## src/rtl/wb_stage_pkg.sv

```systemverilog
// Shared pipeline definitions for the write-back stage: state encoding,
// architectural constants and the captured EX/MEM bundle layout.
package wb_stage_pkg;

    localparam int unsigned XLEN               = 32;
    localparam int unsigned REG_AW             = 5;
    localparam int unsigned LINK_REG           = 31;
    localparam int unsigned WAIT_LIMIT_DEFAULT = 15;

    typedef enum logic [1:0] {
        IDLE  = 2'd0,
        WAIT  = 2'd1,
        WRITE = 2'd2
    } wb_state_e;

    typedef struct packed {
        logic              reg_we;
        logic              f_reg_we;
        logic [REG_AW-1:0] rw;
        logic [XLEN-1:0]   alu_result;
        logic [XLEN-1:0]   fpu_result;
        logic [XLEN-1:0]   pc;
        logic              mem_to_reg;
        logic              byte_op;
        logic              half_op;
        logic              sign_ext;
        logic              jal;
    } wb_bundle_t;

endpackage

```

## src/rtl/load_formatter.sv

```systemverilog
// Byte/halfword extraction and extension of a loaded word. Memory lanes are
// big-endian: lane 0 is the most significant byte, halfword 0 the upper half.
module load_formatter
    import wb_stage_pkg::*;
(
    input  logic [XLEN-1:0] rdata,
    input  logic [1:0]      lane,
    input  logic            byte_op,
    input  logic            half_op,
    input  logic            sign_ext,
    output logic [XLEN-1:0] data_c
);

    logic [7:0]  byte_sel;
    logic [15:0] half_sel;

    always_comb begin
        byte_sel = 8'h00;
        half_sel = 16'h0000;
        data_c   = rdata;
        unique case (lane)
            2'd0:    byte_sel = rdata[31:24];
            2'd1:    byte_sel = rdata[23:16];
            2'd2:    byte_sel = rdata[15:8];
            default: byte_sel = rdata[7:0];
        endcase
        // Low address bit is ignored for halfwords.
        half_sel = lane[1] ? rdata[15:0] : rdata[31:16];
        if (byte_op) begin
            data_c = sign_ext ? {{24{byte_sel[7]}}, byte_sel} : {24'h000000, byte_sel};
        end else if (half_op) begin
            data_c = sign_ext ? {{16{half_sel[15]}}, half_sel} : {16'h0000, half_sel};
        end
    end

endmodule

```

## src/rtl/wb_stage.sv

```systemverilog
// Write-back stage: captures the EX/MEM bundle, waits for load data with a
// bounded timeout, and issues one-cycle GPR/FPR register-file writes.
module wb_stage
    import wb_stage_pkg::*;
#(
    parameter int unsigned LINK_OFFSET = 8,
    parameter int unsigned WAIT_LIMIT  = WAIT_LIMIT_DEFAULT
) (
    input  logic              clk,
    input  logic              reset,
    input  logic              valid_in,
    input  logic              reg_we_in,
    input  logic              f_reg_we_in,
    input  logic [REG_AW-1:0] Rw_in,
    input  logic [XLEN-1:0]   alu_result,
    input  logic [XLEN-1:0]   fpu_result,
    input  logic [XLEN-1:0]   pc_in,
    input  logic              mem_to_reg,
    input  logic              mem_byte_op,
    input  logic              mem_halfword_op,
    input  logic              mem_sign_ext,
    input  logic              jal_instr,
    input  logic [XLEN-1:0]   mem_rdata,
    input  logic              mem_rvalid,
    output logic              reg_we_out,
    output logic              f_reg_we_out,
    output logic [REG_AW-1:0] Rw_out,
    output logic [XLEN-1:0]   BUS_W,
    output logic [XLEN-1:0]   FBUS_W,
    output logic              Stall_WB,
    output logic              mem_timeout
);

    localparam int unsigned CNT_W = $clog2(WAIT_LIMIT + 1);

    wb_state_e         state, next_state;
    wb_bundle_t        bundle_in, bundle_q;
    logic [CNT_W-1:0]  wait_cnt;
    logic              issue, stall, timeout_hit, capture;
    logic [XLEN-1:0]   load_data, gpr_data, fpr_data;
    logic [XLEN-1:0]   last_bus, last_fbus;
    logic [REG_AW-1:0] last_rw;

    always_comb begin
        bundle_in            = '0;
        bundle_in.reg_we     = reg_we_in;
        bundle_in.f_reg_we   = f_reg_we_in;
        bundle_in.rw         = Rw_in;
        bundle_in.alu_result = alu_result;
        bundle_in.fpu_result = fpu_result;
        bundle_in.pc         = pc_in;
        bundle_in.mem_to_reg = mem_to_reg;
        bundle_in.byte_op    = mem_byte_op;
        bundle_in.half_op    = mem_halfword_op;
        bundle_in.sign_ext   = mem_sign_ext;
        bundle_in.jal        = jal_instr;
    end

    load_formatter u_load_formatter (
        .rdata    (mem_rdata),
        .lane     (bundle_q.alu_result[1:0]),
        .byte_op  (bundle_q.byte_op),
        .half_op  (bundle_q.half_op),
        .sign_ext (bundle_q.sign_ext),
        .data_c   (load_data)
    );

    // Next state, stall and write issue; load data is consumed in the rvalid cycle.
    always_comb begin
        next_state  = state;
        issue       = 1'b0;
        stall       = 1'b0;
        timeout_hit = 1'b0;
        capture     = 1'b0;
        unique case (state)
            IDLE: next_state = IDLE;
            WRITE: begin
                issue      = 1'b1;
                next_state = IDLE;
            end
            WAIT: begin
                if (mem_rvalid) begin
                    issue      = 1'b1;
                    next_state = IDLE;
                end else begin
                    stall = 1'b1;
                    if (wait_cnt == CNT_W'(WAIT_LIMIT - 1)) begin
                        timeout_hit = 1'b1;
                        next_state  = IDLE;
                    end
                end
            end
            default: next_state = IDLE;
        endcase
        capture = valid_in && !stall;
        if (capture) begin
            next_state = mem_to_reg ? WAIT : WRITE;
        end
    end

    always_comb begin
        gpr_data = bundle_q.alu_result;
        fpr_data = bundle_q.fpu_result;
        if (bundle_q.jal) begin
            gpr_data = bundle_q.pc + XLEN'(LINK_OFFSET);
        end else if (bundle_q.mem_to_reg) begin
            gpr_data = load_data;
        end
        if (bundle_q.mem_to_reg) begin
            fpr_data = load_data;
        end
    end

    always_ff @(posedge clk or posedge reset) begin
        if (reset) begin
            state       <= IDLE;
            bundle_q    <= '0;
            wait_cnt    <= '0;
            mem_timeout <= 1'b0;
            last_bus    <= '0;
            last_fbus   <= '0;
            last_rw     <= '0;
        end else begin
            state <= next_state;
            if (capture) begin
                bundle_q <= bundle_in;
            end
            if (state == WAIT && stall) begin
                wait_cnt <= wait_cnt + CNT_W'(1);
            end else begin
                wait_cnt <= '0;
            end
            if (timeout_hit) begin
                mem_timeout <= 1'b1;
            end
            // Buses hold the last issued values between writes.
            if (issue) begin
                last_rw   <= bundle_q.rw;
                last_bus  <= gpr_data;
                last_fbus <= fpr_data;
            end
        end
    end

    assign reg_we_out   = issue && bundle_q.reg_we && (bundle_q.rw != '0);
    assign f_reg_we_out = issue && bundle_q.f_reg_we;
    assign Rw_out       = issue ? bundle_q.rw : last_rw;
    assign BUS_W        = issue ? gpr_data : last_bus;
    assign FBUS_W       = issue ? fpr_data : last_fbus;
    assign Stall_WB     = stall;

endmodule

```

## config.mk

```make
export PLATFORM = sky130hd
export DESIGN_NAME = wb_stage
export DESIGN_NICKNAME = d
export VERILOG_FILES = /design/src/rtl/wb_stage_pkg.sv /design/src/rtl/load_formatter.sv /design/src/rtl/wb_stage.sv
export SDC_FILE = /design/constraint.sdc
export NUM_CORES = 1
export LEC_CHECK = 0
export ABC_AREA = 1
export BUFFER_PORTS_ARGS = -buffer_cell sky130_fd_sc_hd__buf_2
export CAP_MARGIN = 20
export CORE_UTILIZATION = 42
export DETAILED_ROUTE_END_ITERATION = 12
export SYNTH_ARGS = -nofsm -noshare
export SYNTH_HDL_FRONTEND = slang
export SYNTH_HIERARCHICAL = 1
export SYNTH_SLANG_ARGS = --single-unit
export TNS_END_PERCENT = 20
```

## constraint.sdc

```tcl
create_clock -name clk -period 15.6 [get_ports clk]
set_input_delay 2.34 -clock clk [delete_from_list [all_inputs] [get_ports clk]]
set_output_delay 2.34 -clock clk [all_outputs]
set_load 0.01 [all_outputs]
```

==> impl_metrics.py <==
metrics = {
    "status": {
        "status": "completed",
    },
    "drt": {
        "first_pass_iters": 7,
        "wire_per_inst_um": 16.7,
        "via_per_inst": 5.04,
        "wl_mm": 29.1,
        "ant_nets": 0,
        "drt-initial-drc-count": 594,
        "remaining_drc_errors": 0,
        "vias": 8782,
    },
    "final_layout": {
        "multi_input_area_um2": 4230,
        "drive_gt1_share_pct": 19.8,
        "final_core_util_pct": 51.1,
        "fin_nets": 1599,
        "nFillCells": 2245,
        "fin_area_um2": 11100,
        "final_cell_count_no_fill": 1744,
        "register_area_um2": 4600,
        "area_delta_synth_final_pct": 18.9,
    },
    "yosys": {
        "synth_top_area_cell": "dfrtp_1",
        "syn-instance-count": 1275,
        "synthTopCellsByArea": "dfrtp_1 (49%), nand2_1 (23%), nor2_1 (4.8%)",
        "netlist_area_um2": 9380,
        "ys_ff_latch": 184,
        "synth_warnings": 6,
        "synth_common_cells": "nand2_1 (575), dfrtp_1 (184), nor2_1 (119)",
        "ys_types": 34,
        "synth-edff-count": 0,
        "yosys_most_used_dff": "dfrtp_1",
        "yosysMostFrequentCell": "nand2_1",
        "syn_area_per_cell_um2": 7.35,
        "synth_fp_nets": 1424,
        "yosysTopAreaCellShare_pct": 49.1,
        "ys_async_sr_fraction_pct": 100,
        "ys_seq_area_share_pct": 49.1,
    },
    "sta": {
        "fin_ws_ns": 8.25,
        "max_freq_mhz": 136,
        "fin_tns_setup_ns": 0,
        "worst_pin_slew_ns": 1.04,
        "relSlewSlack_pct": 30.8,
        "setup_viol": 0,
        "fin_crit_ns": 7.35,
        "slew_violations": 0,
        "hold_viol": 0,
        "finClkSkew_ns": 0.0160,
        "worst_hold_slack_ns": 0.479,
        "rsz0062_at_grt": "false",
        "finalCritPeriodShare_pct": 47.1,
    },
    "cts": {
        "numCtsBuffers": 17,
        "postCtsSetupBuffers": 0,
        "hold_buffers": 0,
        "clk_root_buffer_cell": "clkbuf_16",
        "cts_resized": 0,
        "cts_tree": "done",
        "clk_latency_ns": 0.44,
        "cts.reportedPaths.clkPinSlew_ns": 0.08,
        "htreeDepth": 4,
        "clock_path_buffers": 2,
        "cts.sinks": 184,
    },
    "worst_setup_path": {
        "cp_num_buf_inv": 4,
        "critPathTopFamily": "buffers and inverters",
        "path_cells": "buf_2 > a21o_1 > nand2_2 > inv_2 > buf_4 > o21ai_0 > o21ai_0 > buf_2",
        "end_kind": "primary output",
        "reg2reg_to": "last_bus[0]",
        "critical-path-max-stage-delay_ns": 0.66,
        "worst_path_max_delay_cell": "inv_2",
        "cp.required_ns": 13.26,
        "cp-start-kind": "primary input",
        "r2r-start": "state[0]",
        "critPathLaunch": "mem_rvalid",
        "arrival_ns": 5.01,
        "ff2ff_path_depth": 8,
        "worst-setup-path-type": "primary input to primary output",
        "crit_fanout": 67,
        "r2r_slack_ns": 12.44,
    },
    "placed_design": {
        "place_congestion": 0.883,
        "dp_slack_ns": 8.27,
        "placed_cells": 1711,
        "port_buffers": 216,
        "place_area_um2": 10600,
        "hpwl_mm": 20.5,
    },
    "floorplan": {
        "initial_core_util_pct": 43.0,
        "core_um2": 21800,
        "dieArea_um2": 22900,
        "ios": 217,
        "die_h_um": 151,
        "die_x_um": 151,
        "rows": 54,
    },
    "global_routing": {
        "gr-usage-all-layers_pct": 26.2,
        "grt_max_degree": 126,
        "antenna_found_initial": 0,
        "grt_pass1_wl_mm": 45.4,
        "grt_overflow": 0,
        "grt_pass1_vias": 8196,
    },
    "min_path": {
        "worst_hold_path_type": "flop to flop",
        "hold_end": "last_bus[21]",
        "hold_depth": 2,
        "min_from": "last_bus[21]",
    },
    "run": {
        "drv_cap": 0,
    },
    "pwr": {
        "ir_drop_mv": 0.0749,
        "p_per_area_nw_per_um2": 133,
        "leakagePower_nw": 5.96,
        "finalPower_mw": 1.48,
    },
}
## routing by layer
metal / GRT usage [%] / vias to the layer above / wire (um)
met5: 0 / - / 0
met4: 7.50 / 0 / 512
met3: 3.67 / 30 / 1870
met2: 39.9 / 322 / 12900
met1: 38.5 / 4066 / 13800
li1: - / 4364 / -
## worst register-to-register path, cell delays in order (launching register included)
cell,delay (ns)
dfrtp_1,0.36
inv_1,0.06
ha_1,0.28
inv_1,0.07
nand2_2,0.46
inv_2,0.70
buf_4,0.64
o21ai_0,0.23
o21ai_0,0.27
## logic make-up after synthesis
group / count (synthesis) / synth area share (%)
compound gates: 188 / 10.6
xor+xnor: 10 / 1.01
fa+ha+maj: 5 / 0.667
buf+inv: 128 / 5.81
flops: 184 / 49.1
simple gates: 760 / 32.8
## layout by cell type, fill, tap and decap left out, types with 2 or more instances in the layout
| cell | count |
|---|---|
| a21oi_1 | 65 |
| a31oi_1 | 34 |
| buf_2 | 216 |
| buf_4 | 6 |
| clkbuf_16 | 17 |
| clkinv_4 | 2 |
| clkinv_8 | 3 |
| clkinvlp_4 | 2 |
| dfrtp_1 | 184 |
| ha_1 | 5 |
| inv_1 | 54 |
| inv_2 | 6 |
| inv_6 | 3 |
| inv_8 | 5 |
| nand2_1 | 574 |
| nand2_2 | 7 |
| nand2_4 | 3 |
| nand3_1 | 34 |
| nand3_2 | 2 |
| nand3b_1 | 5 |
| nor2_1 | 119 |
| nor2_2 | 4 |
| nor2_4 | 8 |
| nor2_8 | 2 |
| o211ai_1 | 2 |
| o21ai_0 | 80 |
| o21ai_1 | 3 |
| xnor2_1 | 2 |
| xor2_1 | 7 |
## report_power, final
group          switching [mW]  internal, mW
Clock                   0.220         0.217
Sequential             0.0478         0.582
Combinational           0.266         0.147
Total                   0.534         0.946
## worst max path at each step
stage                  end  slack, ns  depth (start not counted)
6_report          BUS_W[0]       8.25                          8
5_1_grt           BUS_W[1]       8.02                          8
4_1_cts           BUS_W[0]       8.26                          8
3_5_place_dp      BUS_W[0]       8.27                          8
3_3_place_gp      BUS_W[0]       8.32                          8
2_1_floorplan  bundle_q[0]       8.26                          1
## registers in the layout, indices dropped and copies added, names as in the netlist
name	flops
bundle_q	108
last_bus	32
last_fbus	32
last_rw	5
mem_timeout	1
state	2
wait_cnt	4
## area by class of cell
type                       instances  share of cell area (%)
sequential                       184                    41.3
multi-input combinational        963                    37.9
timing repair buffer             222                    10.1
clock buffer                      17                    3.82
tap                              280                    3.14
inverter                          62                    2.18
clock inverter                    15                    1.51
antenna                            1                  0.0224
Power figures use the tool's default switching activity.
